`src/rtl/tdm_mux_8to1.sv`:
```
// Eight-lane round-robin merge onto one registered, channel-tagged output link.
// Optional build macro TDM_MUX_FIXED_SLOT_EN selects strict fixed-slot TDM instead of round-robin.
module tdm_mux_8to1 #(
  parameter int W = 8
) (
  input  logic           clk,
  input  logic           rst,
  input  logic [8*W-1:0] in_data,
  input  logic [7:0]     in_valid,
  output logic [7:0]     in_ready,
  output logic [W-1:0]   out_data,
  output logic [2:0]     out_sel,
  output logic           out_valid,
  input  logic           out_ready
);

  logic [2:0]   r_ptr;
  logic [W-1:0] r_out_data;
  logic [2:0]   r_out_sel;
  logic         r_out_valid;

  logic         w_load_en;
  logic [2:0]   w_grant;
  logic         w_gnt_ok;
  logic         w_xfer;
  logic [W-1:0] w_gnt_data;

  // First requesting lane at or after base, searching upward with wrap.
  function automatic logic [2:0] rr_pick(input logic [7:0] req, input logic [2:0] base);
    logic [2:0] idx;
    logic       found;
    rr_pick = base;
    found   = 1'b0;
    for (int i = 0; i < 8; i++) begin
      idx = base + 3'(i);
      if (!found && req[idx]) begin
        rr_pick = idx;
        found   = 1'b1;
      end
    end
  endfunction

  always_comb begin
    w_load_en = !r_out_valid || out_ready;
`ifdef TDM_MUX_FIXED_SLOT_EN
    w_grant   = r_ptr;
    w_gnt_ok  = in_valid[r_ptr];
`else
    w_grant   = rr_pick(in_valid, r_ptr);
    w_gnt_ok  = |in_valid;
`endif
    // Reset masks ready so no source believes a beat was taken while the register is cleared.
    w_xfer     = w_load_en && w_gnt_ok && !rst;
    in_ready   = w_xfer ? (8'h01 << w_grant) : 8'h00;
    w_gnt_data = in_data[w_grant*W +: W];
  end

  // Output register stage
  always_ff @(posedge clk) begin
    if (rst) begin
      r_ptr       <= 3'd0;
      r_out_data  <= '0;
      r_out_sel   <= 3'd0;
      r_out_valid <= 1'b0;
    end else begin
      if (w_xfer) begin
        r_out_data  <= w_gnt_data;
        r_out_sel   <= w_grant;
        r_out_valid <= 1'b1;
      end else if (out_ready) begin
        r_out_valid <= 1'b0;
      end
`ifdef TDM_MUX_FIXED_SLOT_EN
      if (w_load_en) r_ptr <= r_ptr + 3'd1;
`else
      if (w_xfer) r_ptr <= w_grant + 3'd1;
`endif
    end
  end

  assign out_data  = r_out_data;
  assign out_sel   = r_out_sel;
  assign out_valid = r_out_valid;

endmodule

```
`config.mk`:
```
export PLATFORM = sky130hd
export DESIGN_NAME = tdm_mux_8to1
export DESIGN_NICKNAME = d
export VERILOG_FILES = /design/src/rtl/tdm_mux_8to1.sv
export SDC_FILE = /design/constraint.sdc
export NUM_CORES = 1
export LEC_CHECK = 0
export CAP_MARGIN = 40
export CORE_UTILIZATION = 47
export CTS_CLUSTER_SIZE = 14
export DETAILED_ROUTE_END_ITERATION = 10
export GPL_ROUTABILITY_DRIVEN = 0
export GPL_TIMING_DRIVEN = 0
export PLACE_DENSITY = 0.88
export SLEW_MARGIN = 10
export SYNTH_ARGS = -nofsm -noshare
export SYNTH_HDL_FRONTEND = slang
export SYNTH_SLANG_ARGS = --single-unit
```
`constraint.sdc`:
```
create_clock -name clk -period 9.1 [get_ports clk]
set_clock_uncertainty 0.15 [all_clocks]
set_input_delay 1.82 -clock clk [delete_from_list [all_inputs] [get_ports clk]]
set_output_delay 1.82 -clock clk [all_outputs]
set_load 0.01 [all_outputs]
```
; Yosys cells after proc, flatten, opt, wreduce, memory -nomap -nowiden
; Index checks and enable logic that the tools add are counted.
[totals]
ff_bits = 15
latchBits = 0
ramBits = 0
rom_bits = 0
wordCells = 76
memories = 0
[classes]
n_addsub = 8
multipliers = 0
div = 0
magnitude_cmp = 8
eq_ne = 0
n_shift = 2
n_mux = 33
n_bitwise = 0
n_reduce_logical = 21
[ops]
columns = op, count
row1 = $shiftx 64x7->8, 1
row2 = $lt 3x4->1 const B, 8
row3 = $bmux 1 s3, 8
row4 = $mux 3, 7
row5 = $mux 1, 17
row6 = $add 3x3->3 const B, 4
row7 = $logic_and 1x1->1, 9
row8 = $logic_not 1->1, 9
row9 = $mux 8, 1
row10 = $reduce_or 8->1, 1
row11 = $shl 1x3->8 const A, 1
row12 = $add 3x1->3 const B, 2
row13 = $add 3x2->3 const B, 2
row14 = $reduce_bool 2->1, 1
row15 = $logic_or 1x1->1, 1

; Logic depth before layout (Yosys ltp)
; Gate-level depths: netlist of run 1.
[depth]
word_depth = 26
depth_mapped = 18
ltp_nobuf = 13

; Worst setup path before layout of run 1
; Ideal clock, no wire load.
[synth_timing]
kind = input port to output port
startpoint = input port in_valid[3]
endpoint = output port in_ready[1]
arrival_time_ns = 4.036
slack_ns = 3.094
path_stages = 10
path_buffers = 2
path_cell_list = mux4_2 > or2_1 > a21oi_1 > or2_1 > buf_2 > and2_1 > o211a_1 > o221ai_2 > clkbuf_4 > nor4_1
[synth_between]
elab_chain_len = 26
elab_cells_between_ends = 49
cone_classes = 1 x shift / 31 x mux / 17 x reduce/logical
[synth_rtl]
columns = element, line
row1 = "start, declared", 9  ; input logic [7:0] in_valid,
row2 = $bmux 1 s3, 36  ; if (!found && req[idx]) begin
row3 = $mux 1 (implied by the code), 36
row4 = $mux 1, 36
row5 = $logic_not 1->1, 36
row6 = $logic_and 1x1->1, 36
row7 = $mux 1, 36
row8 = $logic_not 1->1, 36
row9 = $logic_and 1x1->1, 36
row10 = [10 not listed], -
row11 = $logic_not 1->1, 36
row12 = $logic_and 1x1->1, 36
row13 = $mux 1, 36
row14 = $logic_not 1->1, 36
row15 = $logic_and 1x1->1, 36
row16 = $mux 3, 36
row17 = $shl 1x3->8, 54  ; in_ready = w_xfer ? (8'h01 << w_grant) : 8'h00;
row18 = $mux 8 *, 54
row19 = "end, declared", 10  ; output logic [7:0] in_ready,
; Mark *: on every way between the ends. The rest lies on a longest branch, timed or not. The select of a mux whose other input is x is not followed.

; Worst setup path after layout of run 1
[layout_timing]
startpoint = input port in_valid[3]
endpoint = output port in_ready[5]
; Same word-level chain as after synthesis.

==> results of run 1 <==
## through the flow
step / power, mW / hold WS, ns
CTS: 0.997 / 0.294
detailed placement: 0.933 / 0.281
finish: 1.00 / 0.297
global placement: 0.919 / 0.275
global route: 1.07 / 0.316
floorplan: 0.704 / 0.313
## synth_stat cells (2+ instances only)
cell type	instances	share of area, %
nand3b_1	2	0.68
a31oi_1	2	0.56
o22ai_1	3	0.85
xnor2_1	2	0.79
buf_2	4	0.90
inv_1	6	1.0
a21oi_1	8	1.8
or3_1	3	0.85
mux2i_1	63	28
a211o_1	2	0.79
nand2b_1	3	0.85
a21o_1	2	0.68
o21ai_1	2	0.45
ha_1	3	1.7
a22oi_1	11	3.7
nand2_1	30	5.1
nand3_1	3	0.68
or4_1	2	0.68
a22oi_2	3	1.7
dfxtp_1	15	14
or2_1	2	0.56
nor2b_1	7	2.0
clkbuf_1	3	0.51
mux4_2	6	6.1
nor3_1	2	0.45
o221ai_1	2	0.79
buf_4	4	1.4
o221ai_2	2	1.4
buf_6	5	2.5
a211oi_1	2	0.68
nor2_1	16	2.7
and2_1	13	3.7
o21ai_0	2	0.45
## worst reg2reg max path: cells and delay by family (launching register included)
family | cells | cell delay [ns]
buffers and inverters | 6 | 1.29
and+or+nand+nor | 4 | 0.83
muxes | 3 | 0.76
AOI/OAI and AO/OA | 3 | 0.62
DFF | 1 | 0.44
adders and majority gates | 1 | 0.39
## sequential cells by signal, indices dropped and copies added (netlist names)
name / count
r_ptr: 3
out_data: 8
out_valid: 1
out_sel: 3
## area by class of cell
cell class              instances  area (sq um)
plain buffers                  17           125
clock buffers                   3          41.3
clock inverters                 1          5.00
fillers                       340          1180
inverters                       6          22.5
multi-input cells             222          1770
flip-flops and latches         15           300
well taps                      52          65.1
repair buffers                 93           931
## worst max-delay path by stage
stage,to,slack [ns],cells after the start
floorplan,in_ready[1],3.09,10
global placement,in_ready[5],1.82,13
detailed placement,in_ready[5],1.78,13
CTS,in_ready[5],1.77,13
global route,in_ready[5],1.49,13
finish,in_ready[5],1.73,13
## per-layer routing
layer	part of all wire, %	GRT usage [%]
met2	51	51.3
met5	0	0
met1	42	39.7
met4	2.0	8.22
met3	4.9	1.85
## power breakdown
part           internal (mW)  switching (mW)
registers             0.0922          0.0153
clock network         0.0305          0.0269
logic                  0.396           0.444
total                  0.518           0.486
## cell families after synthesis
logic type / count (synthesis) / synth area share, %
simple gates: 90 / 20.8
mux: 70 / 35.0
compound gates: 55 / 20.5
buf+inv: 23 / 6.65
flops: 15 / 13.5
xor+xnor: 4 / 1.92
fa+ha+maj: 3 / 1.69
==> metrics.md, run 1 <==
| Metric | Value |
|---|---|
| Crit-path cells | `clkdlybuf4s50_1, mux4_2, or2_1, a21oi_1, or2_1, buf_2, and2_1, a221oi_2, o32ai_2, and2_1, buf_4, nor3b_1, clkdlybuf4s50_1` |
| WP buf/inv | `4` |
| Max-Slew Margin vs Limit | `56.6%` |
| Count of final setup violators | `0` |
| Endpoints failing hold | `0` |
| Hpwl dp | `between 6 and 7 mm` |
| CP Launch Point | `in_valid[3]` |
| Total track usage | `29.5%` |
| TritonCTS buffer count | `3` |
| FF+latch count, synth | `15` |
| Avg Inst Size Synth | `approximately 8.5 sq um` |
| Post-Syn Area | `between 2000 and 2500 sq um` |
| Drt wl/cell | `about 18 microns` |
| Via-per-instance ratio | `5.92` |
| Ports | `95` |
| Worst skew pair latency | `between 0.2 and 0.3 ns` |
| TNS Setup | `0 ns` |
| Fin crit period | `roughly 7.4 ns` |
| EDFF count, synth | `0` |
| Final #Nets | `436` |
| Reg2reg setup slack | `4.52 ns` |
| # diodes | `0` |
| Final period utilization | `slightly above 80%` |
| Top delay family on crit path | `buffers and inverters` |
| Ys async rst share | `0%` |
| Failing checks | `DRC` |
| Pwr dens | `308 nW/um^2` |
| Hold buffers post-CTS | `0` |
| Worst EP required | `about 7.1 ns` |
| CP max FO | `10` |
| Vias in the first global route | `between 2,000 and 2,500` |
| Hold WC Path Type | `reg -> reg` |
| Worst-path clk slew | `approximately 0.060 ns` |
| Wirelength, routed | `7.46 mm` |
| Initial antenna violation count | `0` |
| LEAKAGE | `1.38 nW` |
| Post-CTS Resized | `0` |
| CTS root buf | `clkbuf_8` |
| Top_reg_cell synth | `dfxtp_1` |
| Router iterations before antenna repair | `8` |
| Most common cell after layout, fill and taps aside | `clkdlybuf4s50_1` |
| Cell count after placement | `between 400 and 500` |
| Warnings, synthesis | `0` |
| Slew @ Worst Pin | `0.649 ns` |
| Pre-CTS WS | `1.78 ns` |
| Layout cells sized above 1 | `about a tenth` |
| Non-filler cells, final | `between 400 and 500` |
| Worst Reg2Reg Path Length in Cells | `17` |
| Rows | `24` |
| Startpoint class of the critical path | `primary input` |
| Hold path depth | `2` |
| Max H-tree Level | `1` |
| Worst R2R End | `out_data[2]` |
| Min-delay src | `out_data[4]` |
| Starting Density | `50.0%` |
| Largest net degree at the start of global routing | `11` |
| Post-route ant nets | `0` |
| Core Area | `4440 sq um` |
| Synth Instances | `260` |
| Critical path class | `in -> out` |
| Status | `finished, violations left` |
| Drt initial violations | `roughly 230` |
| Commonest non-fill, non-tap cells in the layout | `clkdlybuf4s50_1, mux2i_1, nand2_1` |
| Die width | `~70 microns` |
| P&R area growth vs syn | `46.9%` |
| Distinct cells, synth | `58` |
| Clock sinks | `15` |
| Die height | `slightly above 70 microns` |
| Max-slew violations | `0` |
| Maximum clock insertion buffer count | `2` |
| CP max-delay cell | `mux4_2` |
| MaxCap Viol Count | `0` |
| Drt drc | `2` |
| Crit. End Element | `primary output` |
| Postcts setup bufs | `0` |
| Biggest cell delay along the critical path | `about 0.59 ns` |
| Setup slack after layout | `about 1.7 ns` |
| CTS tree | `yes` |
| Sequential area share after synthesis | `a little over an eighth` |
| Critical path arrival | `5.40 ns` |
| Hold Path End | `out_data[4]` |
| First-pass GRT wire length | `roughly 12 mm` |
| Max IR drop VDD | `between 0.0002 and 0.00025 V` |
| Fin area | `about 3300 sq um` |
| Placed instance area | `~3200 sq um` |
| Die area | `between 5000 and 6000 sq um` |
| Overflow after GRT | `0` |
| RSZ-0062 raised after global routing | `no` |
| Post-synthesis net count | `roughly 340` |
| Launch point of the worst reg-to-reg path | `r_ptr[0]` |
| I/O Buffers | `93` |
| Final Core Density | `73.4%` |
| Fmax | `between 100 and 150 MHz` |
| Vias | `2,423` |
(Power assumes the default switching activity.)
==> run 2, diff against run 1 <==
--- a/config.mk
+++ b/config.mk
@@ -6,12 +6,12 @@
 export NUM_CORES = 1
 export LEC_CHECK = 0
 export CAP_MARGIN = 40
-export CORE_UTILIZATION = 47
+export CORE_UTILIZATION = 39
 export CTS_CLUSTER_SIZE = 14
 export DETAILED_ROUTE_END_ITERATION = 10
 export GPL_ROUTABILITY_DRIVEN = 0
 export GPL_TIMING_DRIVEN = 0
-export PLACE_DENSITY = 0.88
+export PLACE_DENSITY = 0.78
 export SLEW_MARGIN = 10
 export SYNTH_ARGS = -nofsm -noshare
 export SYNTH_HDL_FRONTEND = slang
==> constraint.sdc (replaced) <==
create_clock -name clk -period 6.57 [get_ports clk]
set_clock_uncertainty 0.15 [all_clocks]
set_input_delay 1.314 -clock clk [delete_from_list [all_inputs] [get_ports clk]]
set_output_delay 1.314 -clock clk [all_outputs]
set_load 0.01 [all_outputs]
==> run 2 against run 1 <==
The run now ends clean. Via count increased by 1.1%. Total power increased by 36%. Utilization decreased by 14 points. Global-route usage decreased by 6.0 points. Wire length decreased by 9.3%. Sequential share of layout area decreased by 0.098 points. Final cell count increased by 4.9%. Largest power group unchanged.
==> metrics.md, run 2 (synthesis gave the netlist of run 1 again) <==
| Metric | Value |
|---|---|
| CTS tree | `yes (unchanged)` |
| Slew @ Worst Pin | `0.660 ns (was 0.649 ns)` |
| Startpoint class of the critical path | `flip-flop (was primary input)` |
| CP max FO | `10 (unchanged)` |
| Int Pwr | `0.720 mW (was 0.518 mW)` |
| Seq pwr share | `10.9% (was 10.7%)` |
| Via-per-instance ratio | `5.71 (was 5.92)` |
| Endpoints failing hold | `0 (unchanged)` |
| TritonCTS buffer count | `3 (unchanged)` |
| Starting Density | `40.3% (was 50.0%)` |
| WP buf/inv | `7 (was 4)` |
| Wirelength, routed | `6.76 mm (was 7.46 mm)` |
| CP Launch Point | `r_ptr[0] (was in_valid[3])` |
| Worst skew pair latency | `0.25 ns (was 0.26 ns)` |
| Critical path arrival | `4.82 ns (was 5.40 ns)` |
| I/O Buffers | `93 (unchanged)` |
| Sw Share | `47.3% (was 48.4%)` |
| Fmax | `159 MHz` |
| Drt initial violations | `153 (was 232)` |
| Max reg flops | `8 (unchanged)` |
| Biggest cell delay along the critical path | `0.53 ns (was 0.59 ns)` |
| Crit. End Element | `primary output (unchanged)` |
| Hold WC Path Type | `reg -> reg (unchanged)` |
| WHS | `0.283 ns (was 0.297 ns)` |
| Max IR drop VDD | `0.000222 V (was 0.000243 V)` |
| Hpwl dp | `5.65 mm (was 6.01 mm)` |
| Max-slew violations | `0 (unchanged)` |
| Setup slack after layout | `0.288 ns (was 1.73 ns)` |
| Fin crit period | `between 6 and 7 ns` |
| Hold path depth | `2 (unchanged)` |
| Most common cell after layout, fill and taps aside | `clkdlybuf4s50_1 (unchanged)` |
| Post-route ant nets | `0 (unchanged)` |
| Drt wl/cell | `15.8 microns (was 18.2 microns)` |
| Cell count after placement | `425 (was 405)` |
| Status | `completed (was finished, violations left)` |
| Count of final setup violators | `0 (unchanged)` |
| Worst Reg2Reg Path Length in Cells | `17 (unchanged)` |
| CP max-delay cell | `clkdlybuf4s50_1 (was mux4_2)` |
| Min-delay src | `out_data[3] (was out_data[4])` |
| Non-filler cells, final | `429 (was 409)` |
| Worst EP required | `5.11 ns (was 7.13 ns)` |
| CTS root buf | `clkbuf_8 (unchanged)` |
| Core Area | `5510 sq um (was 4440 sq um)` |
| # diodes | `0 (unchanged)` |
| Router iterations before antenna repair | `5 (was 8)` |
| Top delay family on crit path | `buffers and inverters (unchanged)` |
| Reg2reg setup slack | `1.97 ns (was 4.52 ns)` |
| Max-Slew Margin vs Limit | `55.8% (was 56.6%)` |
| Initial antenna violation count | `0 (unchanged)` |
| First-pass GRT wire length | `11.2 mm (was 11.6 mm)` |
| Max H-tree Level | `1 (unchanged)` |
| Final period utilization | `between 90 and 100%` |
| Die area | `6000 sq um (was 5000 sq um)` |
| Worst R2R End | `out_data[1] (was out_data[2])` |
| Largest net degree at the start of global routing | `11 (unchanged)` |
| Die height | `77.5 microns (was 70.7 microns)` |
| Commonest non-fill, non-tap cells in the layout | `clkdlybuf4s50_1, mux2i_1, nand2_1 (unchanged)` |
| Rows | `27 (was 24)` |
| Layout cells sized above 1 | `11.2% (was 10.6%)` |
| Vias | `2,449 (was 2,423)` |
| Crit-path cells | `clkbuf_4, buf_2, inv_1, ha_1, buf_6, mux2i_2, a22oi_2, and2_4, nor4_2, nand3_1, o221ai_2, buf_6, buf_4, and2_1, and2_1, clkdlybuf4s50_1 (was clkdlybuf4s50_1, mux4_2, or2_1, a21oi_1, or2_1, buf_2, and2_1, a221oi_2, o32ai_2, and2_1, buf_4, nor3b_1, clkdlybuf4s50_1)` |
| Critical path class | `reg -> out (was in -> out)` |
| P&R area growth vs syn | `48.5% (was 46.9%)` |
| Maximum clock insertion buffer count | `2 (unchanged)` |
| Pwr dens | `415 nW/um^2 (was 308 nW/um^2)` |
| Pre-CTS WS | `0.358 ns (was 1.78 ns)` |
| Launch point of the worst reg-to-reg path | `r_ptr[0] (unchanged)` |
| RSZ-0062 raised after global routing | `no (unchanged)` |
| P_sw | `0.647 mW (was 0.486 mW)` |
| Overflow after GRT | `0 (unchanged)` |
| Ports | `95 (unchanged)` |
| Clock sinks | `15 (unchanged)` |
| Clock power share | `5.5% (was 5.7%)` |
| Combinational share of power | `83.6% (about the same)` |
| TNS Setup | `0 ns (unchanged)` |
| Worst-path clk slew | `0.06 ns (about the same)` |
| Die width | `77.5 microns (was 70.7 microns)` |
| MaxCap Viol Count | `0 (unchanged)` |
| Vias in the first global route | `2,426 (was 2,305)` |
| Hold Path End | `out_data[3] (was out_data[4])` |
| LEAKAGE | `1.38 nW (about the same)` |
| Final #Nets | `436 (unchanged)` |
| Total track usage | `23.5% (was 29.5%)` |
| Drt drc | `0 (was 2)` |
run 2: cell types whose count changed in the layout (fill, tap and decap cells not counted):
cell,previous run,this run
clkbuf_4,1,2
mux2i_2,0,2
buf_2,4,3
mux2i_1,63,61
run 2: worst max-delay path by stage:
stage                              to  depth (start not counted)
after global routing      in_ready[2]                         16
after detailed placement  in_ready[7]                         13
final                     in_ready[2]                         16
after CTS                 in_ready[2]                         16
after floorplan           in_ready[1]                         10
after global placement    in_ready[5]                         13
run 2: layer usage:
metal	part of all wire, %	routed length (microns)	vias to the layer above	track usage [%]
met2	50	3370	120	42.7
li1	-	-	1181	-
met5	0	0	-	0
met4	3.8	255	0	11.1
met3	8.0	541	19	4.59
met1	38	2590	1129	26.2
run 2: layout make-up:
class                   instances  area [sq um]
plain buffers                  17           128
inverters                       6          22.5
flip-flops and latches         15           300
multi-input cells             222          1780
fillers                       491          2210
clock inverters                 1          5.00
repair buffers                 93           931
well taps                      72          90.1
clock buffers                   3          41.3
run 2: worst reg2reg max path, stage by stage (launching register included):
cell and delay, ns:
dfxtp_1 0.44, clkbuf_4 0.25, buf_2 0.25, inv_1 0.17
ha_1 0.42, buf_6 0.20, mux2i_2 0.34, a22oi_2 0.15
and2_4 0.20, nor4_2 0.36, nand3_1 0.22, o221ai_2 0.32
buf_6 0.21, buf_6 0.19, mux2i_1 0.22, mux2i_1 0.12
a22oi_1 0.22, nand2_1 0.07
run 2: power by group through the flow:
stage | sequential [mW] | combinational [mW] | clock, mW
6_report | 0.148 | 1.14 | 0.0756
2_1_floorplan | 0.161 | 0.814 | 0
3_3_place_gp | 0.150 | 1.12 | 0
4_1_cts | 0.149 | 1.14 | 0.0763
3_5_place_dp | 0.151 | 1.13 | 0
5_1_grt | 0.152 | 1.24 | 0.0812
run 2: stage by stage:
step	util (%)	area (sq um)	total power [mW]
after global routing	59.9	3300	1.47
after CTS	59.7	3290	1.36
after floorplan	-	2220	0.975
after global placement	58.9	3240	1.27
after detailed placement	58.9	3240	1.28
final	59.9	3300	1.37
run 2: repair_timing:
| item | in CTS | in global routing |
|---|---|---|
| resized for setup | 0 | 3 |
| setup buffers | 0 | 0 |
| setup endpoints to repair | 0 | 6 |
| hold buffers | 0 | 0 |
==> patch 1: new RTL, config.mk and constraints of run 2 <==
The parameter `W` goes from 8 to 7.
--- a/src/rtl/tdm_mux_8to1.sv
+++ b/src/rtl/tdm_mux_8to1.sv
@@ -2,5 +2,5 @@
 // Optional build macro TDM_MUX_FIXED_SLOT_EN selects strict fixed-slot TDM instead of round-robin.
 module tdm_mux_8to1 #(
-  parameter int W = 8
+  parameter int W = 7
 ) (
   input  logic           clk,
Ports: changed (resized in_data and out_data); port bits go from 95 to 86. No check against the original RTL was run, so the function may have changed too.
==> patch 1 against run 2 <==
  * Final area is 6.0% lower
  * Worst hold slack better by 0.012 ns
  * Core utilization is 0.79 points higher
  * Sequential cell count is 1 lower
  * Fmax is 2.0% lower
  * Critical path depth is 4 lower
  * Wire length is 1.1% lower
  * Via count is 4.4% lower
  * Power is 8.3% lower
  * Synthesized area is 6.4% lower
  * Worst setup slack worse by 0.13 ns
  * Critical endpoint is now in_ready[7]
  * Largest cell class unchanged
==> patch 1: results (changes against run 2) <==
| Metric | Value |
|---|---|
| Crit-path max cell delay | `0.68 ns (+0.15 ns)` |
| Post-DP HPWL | `5300 um (-6.2%)` |
| Dpl ws | `-0.326 ns (-0.685 ns)` |
| Post-synth cell types | `56 (-3.4%)` |
| Post-synthesis mux area share | `26.1% (-8.9 points)` |
| Post-synthesis xor/xnor area fraction | `1.69% (-0.23 points)` |
| Worst hold start | `out_sel[0]` |
| CP max FO | `14 (+4)` |
| Switch share | `49.1% (+1.7 points)` |
| DR WL/cell | `16.2 um (+2.8%)` |
| Worst Reg-to-Reg Cells | `14 (-3)` |
| Largest net degree at the start of global routing | `15 (+4)` |
| Adder-Cell Fraction of Synth Area | `1.81% (+0.12 points)` |
| Slack of the worst reg-to-reg path | `1.92 ns (-0.05 ns)` |
| Nets | `414 (-5.0%)` |
| Logic pwr share | `82.0% (-1.6 points)` |
| Syn Nets | `324 (-4.1%)` |
| Number of flip-flops in the largest register | `7 (-1)` |
| Mean Syn Cell Area | `8.18 um^2 (-4.2%)` |
| Total routed wirelength | `6690 um (-1.1%)` |
| Register area share after synthesis | `13.5% (-0.035 points)` |
| Worst slew pin tran | `0.727 ns (+0.0671 ns)` |
| Vias | `2342 (-4.4%)` |
| P_leak | `1.26 nW (-8.4%)` |
| First-pass GRT wire length | `10000 um (-10%)` |
| Share of total power in the clock network | `7.1% (+1.6 points)` |
| Compound-Gate Fraction of Synth Area | `25.4% (+5.0 points)` |
| Crit path DAT | `4.95 ns (+0.13 ns)` |
| Slowest CP cell | `mux4_1` |
| Port-buffer cells | `85 (-8.6%)` |
| Top post-synthesis cells by area | `dfxtp_1 (13%), mux4_2 (11%), mux4_1 (8.9%)` |
| Status | `complete, no violations` |
| P_sw | `615 uW (-4.9%)` |
| DRT Pass-1 Iters | `4 (-1)` |
| Layout cells sized above 1 | `9.62% (-1.6 points)` |
| GRT Total Usage | `23.4% (-0.17 points)` |
| VDD IR max | `250 uV (+13%)` |
| R2R Path End | `out_data[4]` |
## patch 1: changes by cell type in the layout (fill, tap and decap cells not counted), sizes merged, moves of 5 or more
cell,delta
nand2,-10
mux2i,-52
and3,+15
o21ai,+16
a21boi,+13
a22oi,-12
and2,-8
inv,+29
buf,-5
mux4,+11
o2111ai,+7
clkdlybuf4s50,-8
a21oi,-7
## patch 1: cells by family (layout without fill, tap and decap cells)
| group | after synthesis | count (layout) |
|---|---|---|
| buffers and inverters | 50 | 139 |
| DFF | 14 | 14 |
| AOI/OAI and AO/OA | 72 | 72 |
| xor gates and xnor gates | 4 | 4 |
| muxes | 30 | 30 |
| adders and majority gates | 3 | 3 |
| and+or+nand+nor | 81 | 81 |
## patch 1: cell type report
class,instances,area (um^2)
Fill cell,458,2010
Multi-Input combinational cell,190,1610
Timing Repair Buffer,86,856
Sequential cell,14,280
Inverter,35,131
Tap cell,70,87.6
Buffer,14,75.1
Clock buffer,4,55.1
## patch 1: worst reg2reg max path: stages, from the launching register on
cell,delay [ns]
dfxtp_1,0.40
buf_6,0.18
inv_1,0.14
ha_1,0.34
buf_4,0.21
mux4_1,0.64
or4_4,0.47
nor3_4,0.27
o21ai_1,0.16
o211ai_1,0.24
clkbuf_1,0.40
clkbuf_1,0.39
a21boi_0,0.18
o21ai_1,0.23
o2111ai_1,0.14
## patch 1: worst max-delay path by stage
stage | start | endpoint | slack, ns | cells after the start
after floorplan | in_valid[1] | in_ready[7] | 1.23 | 11
after global placement | in_valid[7] | in_ready[7] | -0.22 | 12
after detailed placement | in_valid[7] | in_ready[7] | -0.33 | 13
after CTS | in_valid[1] | in_ready[5] | 0.002 | 9
after global routing | in_valid[7] | in_ready[0] | -0.004 | 10
final | in_valid[7] | in_ready[7] | 0.16 | 12
## patch 1: layer usage
layer  part of all wire [%]  vias to the layer above  track usage, %
li1                       -                     1138               -
met1                     44                     1112            32.7
met2                     49                       79            36.6
met3                    4.9                       13            3.88
met4                    1.8                        0            7.76
met5                      0                        -               0
## patch 1: repair_timing
item / in CTS / in global routing
pin swaps: 0 / 1
setup endpoints to repair: 4 / 8
resized for setup: 1 / 8
cloned: 0 / 0
## patch 1: per-stage QoR
step                setup TNS, ns  cell area (um^2)  utilization (%)
finish                          0              3100             60.7
global route             -0.00405              3100             60.7
CTS                             0              3080             60.2
detailed placement         -0.563              3020             59.2
global placement           -0.705              3020             59.1
floorplan                       0              2080                -
==> patch 2: new RTL, settings of run 2 <==
Without the edit above. Reset style: asynchronous (`rst`), changed in one clocked block.
--- a/src/rtl/tdm_mux_8to1.sv
+++ b/src/rtl/tdm_mux_8to1.sv
@@ -57,5 +57,5 @@
 
   // Output register stage
-  always_ff @(posedge clk) begin
+  always_ff @(posedge clk or posedge rst) begin
     if (rst) begin
       r_ptr       <= 3'd0;
Formal check against the unedited RTL: differs if rst is asserted again (counterexample within 4 cycles, from zero or initial values and one cycle with rst high); with rst held inactive, the same outputs for 10 cycles.
==> patch 2 against run 2 <==
  * Non-clock buffer count increased by 14
  * Count of clock-buffer cells in the layout unchanged
  * Cell count increased by 18%
  * First-iteration DRC count increased by 150%
  * Via count increased by 21%
  * Sequential cell count unchanged
  * Wire length increased by 22%
  * Synthesized area increased by 19%
  * Worst setup slack got worse by 0.21 ns
  * Final area increased by 15%
  * Critical endpoint is now in_ready[7]
Power is not shown: default switching activity piles up to over one toggle a cycle in this logic, so the estimate is an artifact.
==> patch 2: results (changes against run 2) <==
| Metric | Value |
|---|---|
| Status | `complete, no violations` |
| Hold Slack | `0.333 ns (+0.0504 ns)` |
| GR Util met1 | `28.7% (+2.5 points)` |
| Flip-flop and latch count | `15 (unchanged)` |
| Register area share after synthesis | `14.3% (+0.74 points)` |
| Inverters | `8 (+2)` |
| Mean Syn Cell Area | `8.03 um^2 (-6.0%)` |
| Area grow syn2layout | `44.0%` |
| Slowest CP cell | `mux4_2` |
| Nets | `510 (+17%)` |
| Compound-Gate Fraction of Synth Area | `14.7% (-5.8 points)` |
| M1 WL | `3390 um (+31%)` |
| Crit-path max cell delay | `0.57 ns (+0.04 ns)` |
| Post-DP Area | `3670 um^2 (+13%)` |
| Total routed wirelength | `8220 um (+22%)` |
| Crit path DAT | `5.02 ns (+0.20 ns)` |
| Routed wl met3 | `566 um (+4.6%)` |
| Dpl ws | `0.196 ns (-0.162 ns)` |
| # placed instances | `499 (+17%)` |
| Reg area | `375 um^2 (+25%)` |
| First-pass GRT wire length | `13200 um (+18%)` |
| Post-synthesis xor/xnor area fraction | `2.57% (+0.65 points)` |
| Layout fillers | `564 (+15%)` |
| NonClk Buf Share | `30.1% (-2.0 points)` |
| Met2 WL | `4180 um (+24%)` |
| GRT met3 Usage | `3.05% (-1.5 points)` |
| Layout cells sized above 1 | `13.9% (+2.7 points)` |
-- patch 2: changes by cell type after synthesis, moves of 3 or more --
cell / delta
clkbuf_1: +4
o21ai_1: +10
a22o_1: +3
buf_2: +5
nand2b_1: +3
nand2_1: +17
dfrtp_1: +15
dfxtp_1: -15
nor3_1: +30
nor2_1: +7
mux2_2: +6
a22oi_1: -3
o21ai_0: +6
and2_1: -12
-- patch 2: how the worst max path moves through the flow --
| stage | slack (ns) | cells after the start | startpoint | to |
|---|---|---|---|---|
| after floorplan | 1.32 | 18 | r_ptr[0] | in_ready[7] |
| after global placement | 0.20 | 15 | in_valid[3] | in_ready[7] |
| after detailed placement | 0.20 | 15 | in_valid[3] | in_ready[7] |
| after CTS | 0.14 | 20 | r_ptr[0] | in_ready[7] |
| after global routing | -0.12 | 15 | in_valid[5] | in_ready[7] |
| final | 0.08 | 15 | in_valid[5] | in_ready[7] |
